[config.mk]
export PLATFORM = sky130hd
export DESIGN_NAME = keypad_bcd_entry
export DESIGN_NICKNAME = d
export VERILOG_FILES = /design/src/rtl/keypad_bcd_entry.sv
export SDC_FILE = /design/constraint.sdc
export NUM_CORES = 1
export LEC_CHECK = 0
export CAP_MARGIN = 20
export CORE_UTILIZATION = 40
export DETAILED_ROUTE_END_ITERATION = 8
export HOLD_SLACK_MARGIN = 0.06
export MAX_ROUTING_LAYER = met4
export SLEW_MARGIN = 10
export SYNTH_ARGS = -nofsm -noshare
export SYNTH_HDL_FRONTEND = slang
export SYNTH_SLANG_ARGS = --single-unit
export TNS_END_PERCENT = 1
[constraint.sdc]
create_clock -name clk -period 3.25 [get_ports clk]
set_input_delay 0.325 -clock clk [delete_from_list [all_inputs] [get_ports clk]]
set_output_delay 0.325 -clock clk [all_outputs]
set_load 0.1 [all_outputs]
[src/rtl/keypad_bcd_entry.sv]
// keypad_bcd_entry
//   Scans a 4x4 active-low matrix keypad, debounces whole scan frames and
//   decodes the accepted key. Digit keys shift into a two-digit BCD register
//   that drives the 7-segment display driver directly.
//
// Ports
//   clk        in   1  system clock, all logic on posedge
//   rst        in   1  synchronous reset, active-high
//   COL        out  4  column strobes, active-low, exactly one bit low
//   ROW        in   4  row sense lines, active-low, pulled high externally
//   BCD1       out  4  tens digit (0-9)
//   BCD0       out  4  units digit (0-9)
//   key_valid  out  1  one-cycle pulse when a key press is accepted
//   key_code   out  4  code of last accepted key, held until next accept
//
// FSM (evaluated only on the frame-end cycle)
//   state    | meaning
//   S_IDLE   | no key, waiting for a single-key frame
//   S_DEB    | candidate key seen, counting identical frames
//   S_HELD   | key accepted, waiting for an empty frame
//   S_REL    | empty frames seen, counting toward release
module keypad_bcd_entry #(
   parameter int unsigned SCAN_DIV = 1000,
   parameter int unsigned DEBOUNCE = 4
) (
   input  logic       clk,
   input  logic       rst,
   output logic [3:0] COL,
   input  logic [3:0] ROW,
   output logic [3:0] BCD1,
   output logic [3:0] BCD0,
   output logic       key_valid,
   output logic [3:0] key_code
);

   localparam int DW = (SCAN_DIV > 1) ? $clog2(SCAN_DIV) : 1;
   localparam int CW = $clog2(DEBOUNCE + 1);
   localparam logic [DW-1:0] DIV_LAST = DW'(SCAN_DIV - 1);
   localparam logic [CW-1:0] CNT_LAST = CW'(DEBOUNCE);
   localparam logic [CW-1:0] CNT_ONE  = CW'(1);

   localparam logic [1:0] S_IDLE = 2'd0;
   localparam logic [1:0] S_DEB  = 2'd1;
   localparam logic [1:0] S_HELD = 2'd2;
   localparam logic [1:0] S_REL  = 2'd3;

   logic [DW-1:0] div_q, div_d;
   logic [1:0]    slot_q, slot_d;
   logic [1:0]    nkey_q, nkey_d;     // keys seen so far this frame, saturates at 2
   logic [3:0]    fcode_q, fcode_d;
   logic [1:0]    state_q, state_d;
   logic [3:0]    cand_q, cand_d;
   logic [CW-1:0] cnt_q, cnt_d;
   logic [3:0]    bcd1_q, bcd1_d;
   logic [3:0]    bcd0_q, bcd0_d;
   logic          kv_q, kv_d;
   logic [3:0]    kc_q, kc_d;

   logic          slot_end, frame_end;
   logic [3:0]    row_low;
   logic [2:0]    row_n, tot_n;
   logic [1:0]    row_idx;
   logic [3:0]    slot_code, code_m;
   logic          f_none, f_key, accept;

   function automatic logic [3:0] key_map(input logic [1:0] r, input logic [1:0] c);
      logic [3:0] k;
      case ({r, c})
         4'h0: k = 4'h1;  4'h1: k = 4'h2;  4'h2: k = 4'h3;  4'h3: k = 4'hA;
         4'h4: k = 4'h4;  4'h5: k = 4'h5;  4'h6: k = 4'h6;  4'h7: k = 4'hB;
         4'h8: k = 4'h7;  4'h9: k = 4'h8;  4'hA: k = 4'h9;  4'hB: k = 4'hC;
         4'hC: k = 4'hE;  4'hD: k = 4'h0;  4'hE: k = 4'hF;  default: k = 4'hD;
      endcase
      return k;
   endfunction

   // ROW is sampled directly on the slot's last cycle; the board is expected
   // to present clean, settled levels by then given the long slot time.
   assign row_low   = ~ROW;
   assign slot_end  = (div_q == DIV_LAST);
   assign frame_end = slot_end && (slot_q == 2'd3);
   assign COL       = ~(4'b0001 << slot_q);

   always_comb begin
      row_n = {2'b00, row_low[0]} + {2'b00, row_low[1]}
            + {2'b00, row_low[2]} + {2'b00, row_low[3]};
      if (row_low[0])      row_idx = 2'd0;
      else if (row_low[1]) row_idx = 2'd1;
      else if (row_low[2]) row_idx = 2'd2;
      else                 row_idx = 2'd3;
      slot_code = key_map(row_idx, slot_q);
      // Frame totals including the slot being sampled right now
      tot_n  = {1'b0, nkey_q} + row_n;
      code_m = (row_n != 3'd0) ? slot_code : fcode_q;
      f_none = (tot_n == 3'd0);
      f_key  = (tot_n == 3'd1);
   end

   always_comb begin
      div_d   = slot_end ? '0 : div_q + DW'(1);
      slot_d  = slot_end ? slot_q + 2'd1 : slot_q;
      nkey_d  = nkey_q;
      fcode_d = fcode_q;
      if (slot_end) begin
         if (frame_end) begin
            nkey_d  = 2'd0;
            fcode_d = 4'd0;
         end else begin
            nkey_d  = (tot_n >= 3'd2) ? 2'd2 : tot_n[1:0];
            fcode_d = code_m;
         end
      end
   end

   always_comb begin
      state_d = state_q;
      cand_d  = cand_q;
      cnt_d   = cnt_q;
      accept  = 1'b0;
      if (frame_end) begin
         case (state_q)
            S_IDLE: begin
               if (f_key) begin
                  cand_d = code_m;
                  cnt_d  = CNT_ONE;
                  if (CNT_LAST == CNT_ONE) begin
                     accept  = 1'b1;
                     state_d = S_HELD;
                  end else begin
                     state_d = S_DEB;
                  end
               end
            end
            S_DEB: begin
               if (f_key) begin
                  if (code_m == cand_q) begin
                     cnt_d = cnt_q + CNT_ONE;
                     if (cnt_q + CNT_ONE == CNT_LAST) begin
                        accept  = 1'b1;
                        state_d = S_HELD;
                     end
                  end else begin
                     cand_d = code_m;
                     cnt_d  = CNT_ONE;
                  end
               end else begin
                  state_d = S_IDLE;
                  cnt_d   = '0;
               end
            end
            S_HELD: begin
               if (f_none) begin
                  if (CNT_LAST == CNT_ONE) begin
                     state_d = S_IDLE;
                     cnt_d   = '0;
                  end else begin
                     state_d = S_REL;
                     cnt_d   = CNT_ONE;
                  end
               end
            end
            default: begin
               if (f_none) begin
                  if (cnt_q + CNT_ONE == CNT_LAST) begin
                     state_d = S_IDLE;
                     cnt_d   = '0;
                  end else begin
                     cnt_d = cnt_q + CNT_ONE;
                  end
               end else begin
                  state_d = S_HELD;
               end
            end
         endcase
      end
   end

   always_comb begin
      kv_d   = accept;
      kc_d   = kc_q;
      bcd1_d = bcd1_q;
      bcd0_d = bcd0_q;
      if (accept) begin
         kc_d = code_m;
         if (code_m <= 4'd9) begin
            bcd1_d = bcd0_q;
            bcd0_d = code_m;
         end else if (code_m == 4'hE) begin
            bcd1_d = 4'd0;
            bcd0_d = 4'd0;
         end
      end
   end

   always_ff @(posedge clk) begin
      if (rst) begin
         div_q   <= '0;
         slot_q  <= 2'd0;
         nkey_q  <= 2'd0;
         fcode_q <= 4'd0;
         state_q <= S_IDLE;
         cand_q  <= 4'd0;
         cnt_q   <= '0;
         bcd1_q  <= 4'd0;
         bcd0_q  <= 4'd0;
         kv_q    <= 1'b0;
         kc_q    <= 4'd0;
      end else begin
         div_q   <= div_d;
         slot_q  <= slot_d;
         nkey_q  <= nkey_d;
         fcode_q <= fcode_d;
         state_q <= state_d;
         cand_q  <= cand_d;
         cnt_q   <= cnt_d;
         bcd1_q  <= bcd1_d;
         bcd0_q  <= bcd0_d;
         kv_q    <= kv_d;
         kc_q    <= kc_d;
      end
   end

   assign BCD1      = bcd1_q;
   assign BCD0      = bcd0_q;
   assign key_valid = kv_q;
   assign key_code  = kc_q;

endmodule

==> metrics.md <==
| Metric | Value |
|---|---|
| GR Layer Usage met3 | 0.0328 |
| Max Cap Viol | 0 |
| Post-DRT Antenna Nets | 0 |
| CTS sink count | 40 |
| # IOs | 23 |
| Die X | 82.9 um |
| Largest buffer count on any clock path | 2 |
| FP Rows | 29 |
| Most frequent cells in the layout | buf_4, dfxtp_1, nor2_1 |
| Pin count of the biggest net entering global routing | 25 |
| Final hold vios | 0 |
| Die Area | 6880 um^2 |
| RSZ-0062 raised after global routing | false |
| CTS tree | done |
| Critical path arrival | 3.19 ns |
| Worst-Skew Late Latency | 0.29 ns |
| Final Setup Violations | 0 |
| Worst r2r src | slot_q[0]$_SDFFE_PP0N_ |
| Tot GR Track Use | 0.192 |
| Hold crit path type | flop to flop |
| Post-synth EDFFs | 0 |
| Static Leak | 1.33 nW |
| Post-Route WL | around 6100 um |
| Routability cong. | 0.828 |
| Hold WS | 0.468 ns |
| Minimum clock period | 2.97 ns |
| Post-DP Area | 3170 um^2 |
| Antenna violations before repair | 0 |
| Drt wl/cell | 13.9 um |
| Synth Register Bits | 40 |
| CTS Root Cell | clkbuf_8 |
| Sequential standard cell area | 801 um^2 |
| Avg Cell Area, Syn | a little under 9 um^2 |
| Top_reg_cell synth | dfxtp_1 |
| CORE AREA | 6350 um^2 |
| CTS H-Tree Depth | 2 |
| Initial Utilization | 0.413 |
| Synth cell types | 70 |
| First-pass GRT wire length | around 11000 um |
| Pwr Total | about 1.3 mW |
| Start point of the critical path | ROW[0] |
| Clk slew on worst S/H paths | about 0.080 ns |
| Post-Place Worst Slack | -0.586 ns |
| GRT met2 Usage | 0.317 |
| DP Wirelength | 4620 um |
| Peak VDD IR | 0.249 mV |
| Routed vias/inst | 5.34 |
| Setup crit start kind | input port |
| Setup CP Type | input port to flop |
| Setup crit end kind | flop |
| CP max-delay cell | fa_2 |
| Fin area | 3440 um^2 |
| Skew final | between 0.008 and 0.009 ns |
| Critical-path cell list | dlymetal6s2s_1 -> inv_2 -> fa_2 -> ha_4 -> ha_4 -> fa_2 -> xnor2_2 -> buf_4 -> nand4b_1 -> a21oi_1 -> nand2_1 -> nor3_2 -> a31oi_2 -> a211oi_2 |
| HP Start | BCD1[2]$_SDFFE_PP0P_ |
| Post-synthesis sequential area ratio | 0.306 |
| DRC | 0 |
| Vias in the first global route | 2261 |
| DRT iter0 DRCs | just over 100 |
| Met1 usage | 0.246 |
| Area of the multi-input gates | approximately 1800 um^2 |
| Most common cell after layout, fill and taps aside | buf_4 |
| CTS Hold Bufs | 0 |
| Post-Syn Nets | 327 |
| Port Buffer Count | 22 |
| Fill cell count | 581 |
| Asr flop ratio synth | 0 |
| Yosys warns | 0 |
| TNS Setup | 0 ns |
| Crit Path Max Fanout | 3 |
| CTS Buf Count | 5 |
| Status | finished clean |
| ANT cells | 0 |
| First-pass DRT Iterations | 4 |
| Syn Std Cell Area | between 2000 and 3000 um^2 |
| Layout area overhead | 31.5% |
| Layout cells sized above 1 | 0.288 |
| Actual slew at the worst max-slew pin | 0.966 ns |
| Mapped Cells | 300 |
| CP required | 3.47 ns |
| GRT Max-Usage Layer | met2 |
| Grt ovf | 0 |
| DR vias | 2357 |
| Final cycle utilization of the critical path | 0.914 |
| Power density cells | ~390 nW/um^2 |
| CP max stage delay | 0.59 ns |
| Final slew viol count | 0 |
| Max-slew headroom | 0.354 |
| PnR worst setup slack | ~0.28 ns |
| Fmax | 0.337 GHz |
| Final net count | roughly 390 |
| Die Y-Extent | 82.9 um |
## cell usage after synthesis, types with 3 or more instances
cell type | n | area (um^2)
o21ai_1 | 6 | 30.0
nor2_1 | 31 | 116
nand4b_1 | 3 | 26.3
inv_1 | 20 | 75.1
ha_1 | 19 | 238
a22oi_1 | 5 | 37.5
clkbuf_1 | 3 | 11.3
a21o_1 | 3 | 22.5
nand2b_1 | 3 | 18.8
o31ai_1 | 3 | 22.5
a31oi_1 | 3 | 18.8
a21oi_1 | 15 | 75.1
xor2_1 | 6 | 52.6
and3_1 | 6 | 37.5
o311ai_1 | 3 | 26.3
xnor2_1 | 3 | 26.3
nand2_1 | 25 | 93.8
dfxtp_1 | 40 | 801
nand3_1 | 17 | 85.1
o32ai_1 | 7 | 61.3
mux2i_1 | 4 | 40.0
a211oi_1 | 4 | 30.0
nor3_1 | 5 | 25.0
or3_1 | 4 | 25.0
o21ai_0 | 7 | 35.0
## through the flow
step           utilization  cells
4_1_cts              0.532    440
6_report             0.542    441
3_5_place_dp         0.500    431
5_1_grt              0.542    441
2_1_floorplan            -    300
3_3_place_gp         0.500    431
## sequential cells by signal, summed over array words and instances (netlist names), 2 cells and up
name	count
div_q	10
BCD1	4
cnt_q	3
nkey_q	2
state_q	2
fcode_q	4
key_code	4
cand_q	4
BCD0	4
slot_q	2
## worst paths after layout
| kind | end | slack [ns] | cells past startpoint |
|---|---|---|---|
| setup reg to reg | key_code[0]$_SDFFE_PP0P_ | 0.71 | 9 |
| hold / removal | BCD1[2]$_SDFFE_PP0P_ | 0.47 | 2 |
| hold reg to reg | BCD1[2]$_SDFFE_PP0P_ | 0.47 | 2 |
| setup / recovery | state_q[1]$_SDFFE_PP0P_ | 0.28 | 14 |
## power breakdown
part	total [mW]	internal [mW]	switching (mW)
Sequential	0.496	0.493	0.00312
Clock	0.481	0.302	0.179
Combinational	0.366	0.171	0.196
## cells by family after synthesis
logic type      count (synthesis)  synth area share
buf+inv                        29            0.0511
flops                          40             0.306
xor+xnor                       10            0.0363
fa+ha+maj                      21             0.106
compound gates                 80             0.245
mux                             5            0.0210
simple gates                  115             0.234
## worst max-delay path, delay by kind of cell
kind | cells | cell delay, ns
simple gates | 3 | 0.47
xor+xnor | 1 | 0.19
compound gates | 3 | 0.51
buf+inv | 3 | 0.31
fa+ha+maj | 4 | 1.38
## layer usage
layer  wire, um  share of wire  up-vias
li1           -              -     1218
met1       2860           0.47     1112
met2       3030           0.49       25
met3        215          0.035        2
met4         27         0.0044        0
met5          0              0        -
## final cells by class
type	instances	share of cell area
multi-input cells	231	0.522
flip-flops and latches	40	0.232
repair buffers	65	0.157
well taps	77	0.0280
inverters	21	0.0229
clock buffers	5	0.0200
clock inverters	2	0.0174
## timing repair
action	in CTS	in global routing
pin swaps	3	12
hold endpoints to repair	0	0
gates resized for setup	11	14
setup buffers	2	1
endpoints found under the setup margin	21	20
Power figures use the tool's default switching activity.
